===== src/rtl/rcc_reg2ahb.sv =====
// Register-bus to AHB-Lite master bridge: converts each local req/we/addr/wdata
// transfer into one AHB SINGLE transfer and returns rdata plus a 2-bit response.
module rcc_reg2ahb #(
  parameter int AW      = 32,
  parameter int DW      = 32,
  parameter int WW      = 4,
  parameter int TIMEOUT = 256
) (
  input  logic          hclk,
  input  logic          hreset,
  input  logic          req,
  input  logic [WW-1:0] we,
  input  logic [AW-1:0] addr,
  input  logic [DW-1:0] wdata,
  output logic [DW-1:0] rdata,
  output logic [1:0]    rsp,
  output logic          ready,
  output logic [AW-1:0] haddr,
  output logic [1:0]    htrans,
  output logic          hwrite,
  output logic [2:0]    hsize,
  output logic [2:0]    hburst,
  output logic [3:0]    hprot,
  output logic [DW-1:0] hwdata,
  input  logic          hready,
  input  logic          hresp,
  input  logic [DW-1:0] hrdata
);

  // state | meaning
  // IDLE  | waiting for req, latches addr/we/wdata
  // CHECK | decodes strobes into hsize and low address bits
  // ADDR  | NONSEQ address phase, held until hready
  // DATA  | data phase, waits for hready/hresp or timeout
  // RESP  | one-cycle ready pulse, back to IDLE
  typedef enum logic [2:0] {
    S_IDLE  = 3'd0,
    S_CHECK = 3'd1,
    S_ADDR  = 3'd2,
    S_DATA  = 3'd3,
    S_RESP  = 3'd4
  } state_t;

  localparam logic [1:0]  RSP_OKAY   = 2'b00;
  localparam logic [1:0]  RSP_ERR    = 2'b01;
  localparam logic [1:0]  RSP_TMO    = 2'b10;
  localparam logic [1:0]  RSP_ILL    = 2'b11;
  localparam logic [1:0]  HT_IDLE    = 2'b00;
  localparam logic [1:0]  HT_NONSEQ  = 2'b10;
  localparam logic [15:0] TMO_LAST   = 16'(TIMEOUT - 1);

  state_t        state_q;
  logic [AW-3:0] addr_q;
  logic [WW-1:0] we_q;
  logic [DW-1:0] wdata_q;
  logic [15:0]   cnt_q;

  logic [DW-1:0] rdata_q;
  logic [1:0]    rsp_q;
  logic          ready_q;
  logic [AW-1:0] haddr_q;
  logic [1:0]    htrans_q;
  logic          hwrite_q;
  logic [2:0]    hsize_q;
  logic [DW-1:0] hwdata_q;

  logic          legal_d;
  logic [2:0]    size_d;
  logic [1:0]    lo_d;

  always_comb begin
    legal_d = 1'b1;
    size_d  = 3'b010;
    lo_d    = 2'b00;
    case (we_q)
      4'b0000, 4'b1111: begin size_d = 3'b010; lo_d = 2'b00; end
      4'b0011:          begin size_d = 3'b001; lo_d = 2'b00; end
      4'b1100:          begin size_d = 3'b001; lo_d = 2'b10; end
      4'b0001:          begin size_d = 3'b000; lo_d = 2'b00; end
      4'b0010:          begin size_d = 3'b000; lo_d = 2'b01; end
      4'b0100:          begin size_d = 3'b000; lo_d = 2'b10; end
      4'b1000:          begin size_d = 3'b000; lo_d = 2'b11; end
      default:          legal_d = 1'b0;
    endcase
  end

  always_ff @(posedge hclk) begin
    if (hreset) begin
      state_q  <= S_IDLE;
      addr_q   <= '0;
      we_q     <= '0;
      wdata_q  <= '0;
      cnt_q    <= '0;
      rdata_q  <= '0;
      rsp_q    <= RSP_OKAY;
      ready_q  <= 1'b0;
      haddr_q  <= '0;
      htrans_q <= HT_IDLE;
      hwrite_q <= 1'b0;
      hsize_q  <= 3'b010;
      hwdata_q <= '0;
    end else begin
      ready_q <= 1'b0;
      case (state_q)
        S_IDLE: begin
          if (req) begin
            addr_q  <= addr[AW-1:2];
            we_q    <= we;
            wdata_q <= wdata;
            state_q <= S_CHECK;
          end
        end
        S_CHECK: begin
          if (legal_d) begin
            haddr_q  <= {addr_q, lo_d};
            hsize_q  <= size_d;
            hwrite_q <= (we_q != '0);
            hwdata_q <= (we_q != '0) ? wdata_q : '0;
            htrans_q <= HT_NONSEQ;
            state_q  <= S_ADDR;
          end else begin
            rsp_q   <= RSP_ILL;
            rdata_q <= '0;
            ready_q <= 1'b1;
            state_q <= S_RESP;
          end
        end
        S_ADDR: begin
          if (hready) begin
            htrans_q <= HT_IDLE;
            cnt_q    <= '0;
            state_q  <= S_DATA;
          end
        end
        S_DATA: begin
          // an error on its first (hready=0) cycle is taken at once; the
          // trailing hready=1 cycle then lands in RESP and is ignored
          if (hresp) begin
            rsp_q   <= RSP_ERR;
            rdata_q <= '0;
            ready_q <= 1'b1;
            state_q <= S_RESP;
          end else if (hready) begin
            rsp_q   <= RSP_OKAY;
            rdata_q <= hwrite_q ? '0 : hrdata;
            ready_q <= 1'b1;
            state_q <= S_RESP;
          end else if (cnt_q == TMO_LAST) begin
            rsp_q   <= RSP_TMO;
            rdata_q <= '0;
            ready_q <= 1'b1;
            state_q <= S_RESP;
          end else begin
            cnt_q <= cnt_q + 16'd1;
          end
        end
        S_RESP: begin
          cnt_q   <= '0;
          state_q <= S_IDLE;
        end
        default: state_q <= S_IDLE;
      endcase
    end
  end

  assign rdata  = rdata_q;
  assign rsp    = rsp_q;
  assign ready  = ready_q;
  assign haddr  = haddr_q;
  assign htrans = htrans_q;
  assign hwrite = hwrite_q;
  assign hsize  = hsize_q;
  assign hwdata = hwdata_q;
  assign hburst = 3'b000;
  assign hprot  = 4'b0011;

endmodule


===== config.mk =====
export PLATFORM = sky130hd
export DESIGN_NAME = rcc_reg2ahb
export DESIGN_NICKNAME = d
export VERILOG_FILES = /design/src/rtl/rcc_reg2ahb.sv
export SDC_FILE = /design/constraint.sdc
export NUM_CORES = 1
export LEC_CHECK = 0
export ABC_AREA = 1
export BUFFER_PORTS_ARGS = -buffer_cell sky130_fd_sc_hd__buf_2
export CORE_UTILIZATION = 46
export DETAILED_ROUTE_END_ITERATION = 8
export GPL_TIMING_DRIVEN = 0
export PLACE_DENSITY = 0.75
export SLEW_MARGIN = 20
export SYNTH_ARGS = -nofsm -noshare
export SYNTH_HDL_FRONTEND = slang
export SYNTH_SLANG_ARGS = --single-unit

===== constraint.sdc =====
create_clock -name hclk -period 1.6 [get_ports hclk]
set_input_delay 0.08 -clock hclk [delete_from_list [all_inputs] [get_ports hclk]]
set_output_delay 0.08 -clock hclk [all_outputs]
set_load 0.05 [all_outputs]

# Word-level counts from Yosys, hierarchy flattened
# Index checks and enable logic that the tools add are counted.
dict set report word_totals {
  inputBits 105
  elab_cells 85
  ff_bits 190
}
dict set report classes {
  n_mux 35
  n_addsub 1
  n_reduce_logical 16
  eq_ne 20
}
# cell n
set op_table {}
lappend op_table {{2-to-1 mux 32 bit} 6}
lappend op_table {{2-to-1 mux 16 bit} 4}
lappend op_table {{case mux 32 bit (2 select lines)} 1}
lappend op_table {{case mux 16 bit (3 select lines)} 1}
lappend op_table {{2-to-1 mux 3 bit} 6}
lappend op_table {{adder 16 x 1 -> 16 bit, second input constant} 1}
lappend op_table {{equality test 16 x 8 -> 1 bit, second input constant} 1}
lappend op_table {{!= test 2 bit, second input constant} 7}
lappend op_table {{equality test 4 bit, second input constant} 3}
lappend op_table {{2-to-1 mux 2 bit} 6}
lappend op_table {{case mux 2 bit (2 select lines)} 3}
lappend op_table {{case mux 3 bit (4 select lines)} 1}
lappend op_table {{AND reduction 3 bit} 3}
lappend op_table {{equality test 4 x 2 -> 1 bit, second input constant} 2}
lappend op_table {{OR reduction 8 bit} 1}
lappend op_table {{equality test 3 x 2 -> 1 bit, second input constant} 2}
lappend op_table {{case mux 2 bit (3 select lines)} 1}
lappend op_table {{2-to-1 mux 1 bit} 5}
lappend op_table {{AND reduction 5 bit} 1}
lappend op_table {{equality test 4 x 1 -> 1 bit, second input constant} 1}
lappend op_table {{equality test 4 x 3 -> 1 bit, second input constant} 1}
lappend op_table {{zero test 4 bit} 1}
lappend op_table {{!= test 4 bit, second input constant} 1}
lappend op_table {{AND reduction 2 bit} 2}
lappend op_table {{other kinds (9)} 11}

# Logic depth before layout (Yosys ltp)
# Gate-level depths: netlist of run 1.
dict set report logic_depth {
  depth_word 5
  mapped_depth 13
}

# Worst setup path before layout of run 1
# Ideal clock, no wire load.
dict set report synth_path {
  path_type {reg-to-reg}
  from {register cnt_q[0]}
  to {register rdata_q[24] (netlist: rdata[24])}
  t_arrival_ns 1.399
  required_ns 1.468
  setup_slack_ns 0.069
  path_stages_with_launch 12
  setup_ns 0.132
  synth_period_minus_slack_ns 1.531
  path_cell_list {dfxtp_1 ha_1 nand2_1 nor2_2 nand2_2 inv_2 nand2_2 nand3_2 nand2_4 buf_6 nand2_1 a21oi_1}
}
dict set report synth_via {
  elab_chain_len 3
}
# element line_no
set synth_lines {}
lappend synth_lines {{start: declaration} 56} ;# logic [15:0] cnt_q;
lappend synth_lines {{start signal: assignment} 154} ;# cnt_q <= cnt_q + 16'd1;
lappend synth_lines {{equality test 16 x 8 -> 1 bit} 148} ;# end else if (cnt_q == TMO_LAST) begin
lappend synth_lines {{!= test 4 bit (no source line)} -}
lappend synth_lines {{AND reduction 3 bit (no source line)} -}
lappend synth_lines {{end signal: assignment} 145} ;# rdata_q <= hwrite_q ? '0 : hrdata;
lappend synth_lines {{end: declaration} 58} ;# logic [DW-1:0] rdata_q;
# No other way between the ends.
# A chain may end at the register's enable or synchronous reset.

# Worst setup path in the final report of run 1
dict set report layout_path {
  from {register cnt_q[1]}
  to {register rdata_q[9] (netlist: rdata[9])}
}
# The elaborated chain is that of the path after synthesis.

==> results of run 1 <==
==> layout make-up <==
class                   instances  share of cell area
repair inverters                1            0.000585
clock buffers                  24              0.0451
well taps                     211              0.0247
flip-flops and latches        188               0.354
repair buffers                324               0.208
multi-input cells             584               0.287
clock inverters                 8             0.00807
plain buffers                  67              0.0390
inverters                      94              0.0344
==> worst max path at each step <==
stage	startpoint	endpoint	slack (ns)
2_1_floorplan	cnt_q[0]	rdata[24]	0.07
3_3_place_gp	cnt_q[0]	rdata[24]	-0.17
3_5_place_dp	cnt_q[0]	rdata[8]	-0.20
4_1_cts	state_q[1]	wdata_q[23]	0.0005
5_1_grt	cnt_q[1]	rdata[9]	-0.05
6_report	cnt_q[1]	rdata[9]	0.02
==> cells in the mapped netlist, drive strengths merged (2+ instances only) <==
master	number
o21bai	2
clkinv	2
clkbuf	27
nand3	60
nand4	4
o22ai	2
buf	42
o21ai	106
a21oi	177
nor3	4
inv	92
nand2	174
dfxtp	188
conb	2
nor3b	2
o31ai	2
nor2	34
==> placed cells by master (no fill, tap or decap), drive strengths merged, types with 2 or more instances in the layout <==
cell type,n
a21oi,177
buf,265
clkbuf,52
clkinv,7
conb,9
dfxtp,188
dlygate4sd3,98
inv,94
nand2,175
nand3,60
nand4,4
nor2,34
nor3,4
nor3b,2
o21ai,106
o21bai,2
o22ai,2
o31ai,2
==> power by group through the flow <==
stage	clock network [mW]	logic (mW)	registers, mW
2_1_floorplan	0	2.79	7.89
3_3_place_gp	0	5.94	6.29
3_5_place_dp	0	6.00	6.32
4_1_cts	4.11	6.37	6.24
5_1_grt	4.33	7.42	6.37
6_report	4.07	6.93	6.28
==> sequential cells by signal (all words and copies together), names as in the netlist <==
register,flops
haddr,32
addr_q,30
rdata,32
htrans,1
hwdata,32
state_q,3
hwrite,1
we_q,4
cnt_q,16
rsp,2
hsize,2
wdata_q,32
ready,1
==> timing repair <==
action	4_1_cts	5_1_grt
pin swaps	3	12
hold buffers	98	0
gates resized for setup	23	105
buffers inserted	8	8
hold endpoints to repair	98	0
gates cloned	4	4
endpoints found under the setup margin	119	164
==> metrics by stage <==
step / hold WS [ns] / power (mW) / worst slack (ns) / std cells
floorplan: 0.227 / 10.7 / 0.0689 / 934
global placement: 0.333 / 12.2 / -0.169 / 1349
detailed placement: 0.338 / 12.3 / -0.197 / 1349
CTS: 0.0817 / 16.7 / 0.000481 / 1490
global route: 0.122 / 18.1 / -0.0481 / 1501
finish: 0.111 / 17.3 / 0.0232 / 1501
==> layer usage <==
layer | GRT usage | wire (um) | vias to the layer above
li1 | - | - | 3720
met1 | 0.315 | 9220 | 3541
met2 | 0.458 | 11700 | 290
met3 | 0.0666 | 1540 | 38
met4 | 0.0969 | 418 | 0
met5 | 0 | 0 | -
==> critical path: stages (launching register included) <==
cell and delay (ns):
dfxtp_2 0.36, ha_4 0.15, nand2_4 0.07, nor2_4 0.13, nand2_4 0.09, inv_4 0.07
nand2_4 0.06, nand3_4 0.12, nand2_8 0.10, buf_6 0.16, nand2_2 0.06, a21oi_1 0.05
==> logic make-up after synthesis <==
group,count (synthesis)
AND/OR/NAND/NOR,280
adder cells (fa/ha/maj),1
XOR/XNOR,1
flip-flops,188
AO/OA/AOI/OAI,292
buffers and inverters,163
other,2
==> metrics.csv, run 1 <==
stage,metric,value,unit
status,status,"complete, no violations",
critical_path,Worst Setup Start Kind,register,
cells_and_area,Layout area overhead,47.3,%
placed_design,Final Wtd Congestion,0.881,
power,LEAKAGE,4.55,nW
global_routing,vias in the first global route,6992,
logic_synthesis,ranking of synthesized cells by area,"dfxtp_1, a21oi_1, nand2_1, o21ai_0, inv_1",
detailed_routing,total wire length,22900,um
detailed_routing,DRC viols,0,
logic_synthesis,Synth Area in Adders,0.00172,
sta,Fmax,634,MHz
cells_and_area,Fillers,1234,
min_path,min-delay worst type,primary input to register,
critical_path,Reg-to-Reg Start,cnt_q[1],
floorplanning,core box area,0.0153,mm2
power,Power Internal,10.1,mW
detailed_routing,overall via count from detail_route,7589,
global_routing,total gr overflow,0,
critical_path,"Req. time, crit path",1.88,ns
floorplanning,Initial Utilization,0.474,
clock_network,worst-skew pair later-pin latency,0.43,ns
sta,final setup violation count,0,
detailed_routing,wire length per cell,15.3,um
clock_network,TritonCTS Buffers,17,
power,Worst VDD drop,1.34,mV
logic_synthesis,post-synthesis compound-gate area fraction,0.204,
critical_path,Crit Reg-Reg Endpoint,rdata[9],
floorplanning,Placement Rows,45,
logic_synthesis,Synth top area share,0.518,
detailed_routing,Antenna Nets Post-Route,0,
power,share of power burned in registers,0.363,
run,max_cap viols,0,
sta,max-slew violation count,0,
logic_synthesis,Seq cells post-synth,188,
cells_and_area,Diodes inserted,0,
logic_synthesis,yosys synthesis warning count,0,
global_routing,first-pass GRT wire length,33800,um
placed_design,Post-DP Area,0.00857,mm2
global_routing,gr usage total,0.264,
sta,unrepaired setup endpoints after global routing,yes,
placed_design,hpwl dp,13500,um
min_path,hold_sp,req,
floorplanning,width of the die,128,um
logic_synthesis,multiplexer area fraction after synthesis,0,
placed_design,I/O Buffers,204,
floorplanning,I/O pin cnt,217,
power,Clock power frac,0.236,
min_path,Worst Hold End,state_q[0],
critical_path,crit end category,register,
floorplanning,die area,0.0163,mm2
clock_network,Max Buffers Root-to-Sink,2,
logic_synthesis,"EDFF count, synth",0,
cells_and_area,Layout Nets,1383,
clock_network,H-tree depth,4,
cells_and_area,final instance area,0.0107,mm2
logic_synthesis,unique cell type count in the Yosys netlist,38,
clock_network,CTS tree,done,
critical_path,Critical Path AT,1.85,ns
power,Net Switching,7.21,mW
clock_network,clk sinks,188,
critical_path,FF-to-FF path depth,11,
sta,worst rel slew slack,0.530,
sta,Final Hold Vio Count,0,
sta,Worst Tran Pin Value,0.705,ns
floorplanning,Die H,128,um
sta,crit path time final,1.58,ns
logic_synthesis,Synth Flop Type,dfxtp_1,
clock_network,CTS root buf,clkbuf_16,
sta,setup TNS,0,ns
detailed_routing,DR iter-0 viols,380,
cells_and_area,Final Util,0.698,
detailed_routing,Via density,5.06,
min_path,Hold Path Depth,5,
critical_path,Setup CP Type,register to register,
logic_synthesis,largest area contributor in the netlist,dfxtp_1,
logic_synthesis,Async SR Flop Fraction,0,
cells_and_area,register area,0.00378,mm2
critical_path,worst-path maximum fanout,7,
logic_synthesis,Syn Inst Count,927,
critical_path,"setup slack, reg-to-reg",0.02,ns
logic_synthesis,Post-Synth XOR/XNOR Area,0.00121,
clock_network,Worst-path clk slew,0.07,ns
power,sw frac,0.417,
global_routing,largest net degree at the start of global routing,17,
sta,clk_skew,0.0109,ns
power,Combinational Power Share,0.401,
cells_and_area,Multi-input gate area,0.00307,mm2
detailed_routing,1st-pass router iterations,5,
logic_synthesis,sequential share of the synthesized area,0.518,
power,pwr/cell area,1620,mW/mm2
cells_and_area,share of cells above drive strength 1,0.302,
global_routing,initial antenna violation count,0,
sta,"Period Utilization, post-route",0.985,
logic_synthesis,Mapped Area,0.00726,mm2
logic_synthesis,Mapped Avg Cell Area,7.83,um2
logic_synthesis,simple-gate share of the synthesized area,0.170,
logic_synthesis,largest family of logic cells by synthesized area,compound AO/OA/AOI/OAI gates,
Power figures use the tool's default switching activity.
==> run 2, diff against run 1 <==
--- a/config.mk
+++ b/config.mk
@@ -13,2 +13,3 @@
 export PLACE_DENSITY = 0.75
+export RECOVER_POWER = 100
 export SLEW_MARGIN = 20
--- a/constraint.sdc
+++ b/constraint.sdc
@@ -3,2 +3,2 @@
 set_output_delay 0.08 -clock hclk [all_outputs]
-set_load 0.05 [all_outputs]
+set_load 0.1 [all_outputs]
==> run 2 against run 1 <==
Against the previous run:
- fmax decreased by 0.30%
- count of clock-buffer cells in the layout unchanged
- final cell count unchanged
- non-clock buffer count unchanged
- sequential cell count unchanged
- critical path depth unchanged
- wire length increased by 0.23%
- sequential share of layout area unchanged
- cell area unchanged
- clock power about the same
- register-to-register slack about the same
- via count increased by 0.51%
==> metrics.csv, run 2 (synthesized netlist as in run 1, its figures left out) <==
stage,metric,value,unit,change
floorplanning,die area,0.0163,mm2,unchanged
critical_path,"setup slack, reg-to-reg",0.02,ns,about the same
sta,"Period Utilization, post-route",0.988,,+0.00300
sta,hold_ws,0.111,ns,-0.000349 ns
floorplanning,core box area,0.0153,mm2,unchanged
clock_network,Worst-path clk slew,0.07,ns,about the same
min_path,Worst Hold End,state_q[0],,
clock_network,TritonCTS Buffers,17,,unchanged
floorplanning,Die H,128,um,unchanged
critical_path,Worst Setup Start Kind,register,,
global_routing,first-pass GRT wire length,33800,um,unchanged
critical_path,crit end category,register,,
placed_design,Final Wtd Congestion,0.881,,unchanged
detailed_routing,DR iter-0 viols,391,,+2.9%
sta,final setup violation count,0,,unchanged
sta,worst rel slew slack,0.530,,about the same
detailed_routing,1st-pass router iterations,5,,unchanged
clock_network,clk sinks,188,,unchanged
power,Worst VDD drop,1.70,mV,+26%
sta,clk_skew,0.0116,ns,+0.000701 ns
clock_network,H-tree depth,4,,unchanged
clock_network,worst-skew pair later-pin latency,0.43,ns,about the same
min_path,Hold Path Depth,5,,unchanged
detailed_routing,wire length per cell,15.3,um,+0.23%
power,pwr/cell area,1790,mW/mm2,+11%
global_routing,initial antenna violation count,0,,unchanged
detailed_routing,overall via count from detail_route,7628,,+0.51%
floorplanning,I/O pin cnt,217,,unchanged
critical_path,Worst Path Buf+Inv,2,,unchanged
power,Net Switching,9.05,mW,+26%
global_routing,total gr overflow,0,,unchanged
detailed_routing,Antenna Nets Post-Route,0,,unchanged
clock_network,CTS root buf,clkbuf_16,,
sta,crit path time final,1.58,ns,+0.00480 ns
cells_and_area,Layout area overhead,47.3,%,unchanged
cells_and_area,Final Util,0.698,,unchanged
critical_path,Reg-to-Reg Start,cnt_q[1],,
power,Clock power frac,0.213,,-0.023
power,Power Internal,10.1,mW,about the same
cells_and_area,Fillers,1234,,unchanged
run,max_cap viols,0,,unchanged
min_path,min-delay worst type,primary input to register,,
sta,Worst Tran Pin Value,0.704,ns,-0.000791 ns
critical_path,worst-path maximum fanout,7,,unchanged
sta,Fmax,632,MHz,-0.30%
cells_and_area,Diodes inserted,0,,unchanged
global_routing,vias in the first global route,6992,,unchanged
status,status,"complete, no violations",,
placed_design,hpwl dp,13500,um,unchanged
critical_path,Critical Path AT,1.86,ns,about the same
critical_path,FF-to-FF path depth,11,,unchanged
sta,unrepaired setup endpoints after global routing,yes,,
detailed_routing,total wire length,23000,um,+0.23%
placed_design,I/O Buffers,204,,unchanged
clock_network,CTS tree,done,,
sta,max-slew violation count,0,,unchanged
cells_and_area,Layout Nets,1383,,unchanged
power,share of power burned in registers,0.329,,-0.034
floorplanning,width of the die,128,um,unchanged
critical_path,Worst path slowest cell,dfxtp_2,,
clock_network,Max Buffers Root-to-Sink,2,,unchanged
critical_path,CP top delay family,simple AND/OR/NAND/NOR gates,,
global_routing,largest net degree at the start of global routing,17,,unchanged
min_path,hold_sp,req,,
critical_path,Crit Reg-Reg Endpoint,rdata[9],,
floorplanning,Initial Utilization,0.474,,unchanged
detailed_routing,Via density,5.08,,+0.51%
critical_path,CP max stage delay,0.36,ns,about the same
cells_and_area,"most common cell after layout, fill and taps aside",buf_2,,
sta,Final Hold Vio Count,0,,unchanged
critical_path,"Req. time, crit path",1.88,ns,about the same
power,LEAKAGE,4.55,nW,about the same
critical_path,Setup CP Type,register to register,,
power,Combinational Power Share,0.458,,+0.057
global_routing,gr usage total,0.264,,unchanged
critical_path,CP cell instances,ha_4 > nand2_4 > nor2_4 > nand2_4 > inv_4 > nand2_4 > nand3_4 > nand2_8 > buf_6 > nand2_2 > a21oi_1,,
critical_path,Crit path top cell by count,nand2_4,,
floorplanning,Placement Rows,45,,unchanged
detailed_routing,DRC viols,0,,unchanged
cells_and_area,share of cells above drive strength 1,0.302,,unchanged
cells_and_area,most frequent cells in the layout,"buf_2, dfxtp_1, a21oi_1, nand2_1, o21ai_0",,
power,sw frac,0.474,,+0.0563
-- run 2: cell types whose count changed in the layout (fill, tap and decap cells not counted) --
cell | before | now
clkbuf_2 | 8 | 12
buf_2 | 218 | 214
-- run 2: how the worst max path moves through the flow --
stage,startpoint,end,slack [ns],cells after the start
2_1_floorplan,cnt_q[0],rdata[24],0.06,11
3_3_place_gp,cnt_q[0],rdata[24],-0.17,11
3_5_place_dp,cnt_q[0],rdata[8],-0.20,11
4_1_cts,state_q[1],wdata_q[23],0.0005,6
5_1_grt,cnt_q[1],rdata[9],-0.05,11
6_report,cnt_q[1],rdata[9],0.02,11
-- run 2: metal layers --
| layer | GRT usage | vias up | part of all wire |
|---|---|---|---|
| li1 | - | 3724 | - |
| met1 | 0.315 | 3566 | 0.40 |
| met2 | 0.458 | 300 | 0.51 |
| met3 | 0.0666 | 38 | 0.068 |
| met4 | 0.0969 | 0 | 0.018 |
| met5 | 0 | - | 0 |
-- run 2: stage by stage --
| stage | instance area [um2] | worst slack (ns) | TNS, ns | instances | power, mW |
|---|---|---|---|---|---|
| 2_1_floorplan | 7290 | 0.0588 | 0 | 934 | 12.5 |
| 3_3_place_gp | 8570 | -0.169 | -9.15 | 1349 | 14.1 |
| 3_5_place_dp | 8570 | -0.197 | -10.68 | 1349 | 14.2 |
| 4_1_cts | 10300 | 0.000481 | 0 | 1490 | 18.5 |
| 5_1_grt | 10700 | -0.0481 | -0.868 | 1501 | 20.0 |
| 6_report | 10700 | 0.0184 | 0 | 1501 | 19.1 |
-- run 2: power by group through the flow --
stage	Combinational, mW	Clock, mW	Sequential, mW
6_report	8.76	4.07	6.28
5_1_grt	9.26	4.33	6.37
4_1_cts	8.20	4.11	6.24
3_5_place_dp	7.83	0	6.32
3_3_place_gp	7.77	0	6.29
2_1_floorplan	2.84	0	9.67
-- run 2: what timing repair did --
action / 4_1_cts / 5_1_grt
hold buffers: 98 / 0
endpoints found under the hold margin: 98 / 0
setup endpoints to repair: 119 / 164
pin swaps: 3 / 12
gates cloned: 4 / 4
gates resized for setup: 23 / 105
setup buffers: 8 / 8
-- run 2: final cells by class --
class / count / area (um2) / share of cell area
Buffer: 67 / 417 / 0.0390
Clock buffer: 24 / 482 / 0.0451
Clock inverter: 8 / 86.3 / 0.00807
Inverter: 94 / 368 / 0.0344
Multi-Input combinational cell: 584 / 3070 / 0.287
Sequential cell: 188 / 3780 / 0.354
Tap cell: 211 / 264 / 0.0247
Timing Repair Buffer: 324 / 2220 / 0.208
Timing Repair inverter: 1 / 6.26 / 0.000585
-- run 2: worst min-delay path: stages --
cell	delay (ns)
buf_2	0.10
o31ai_1	0.06
o21ai_0	0.15
nand2_1	0.06
inv_1	0.05
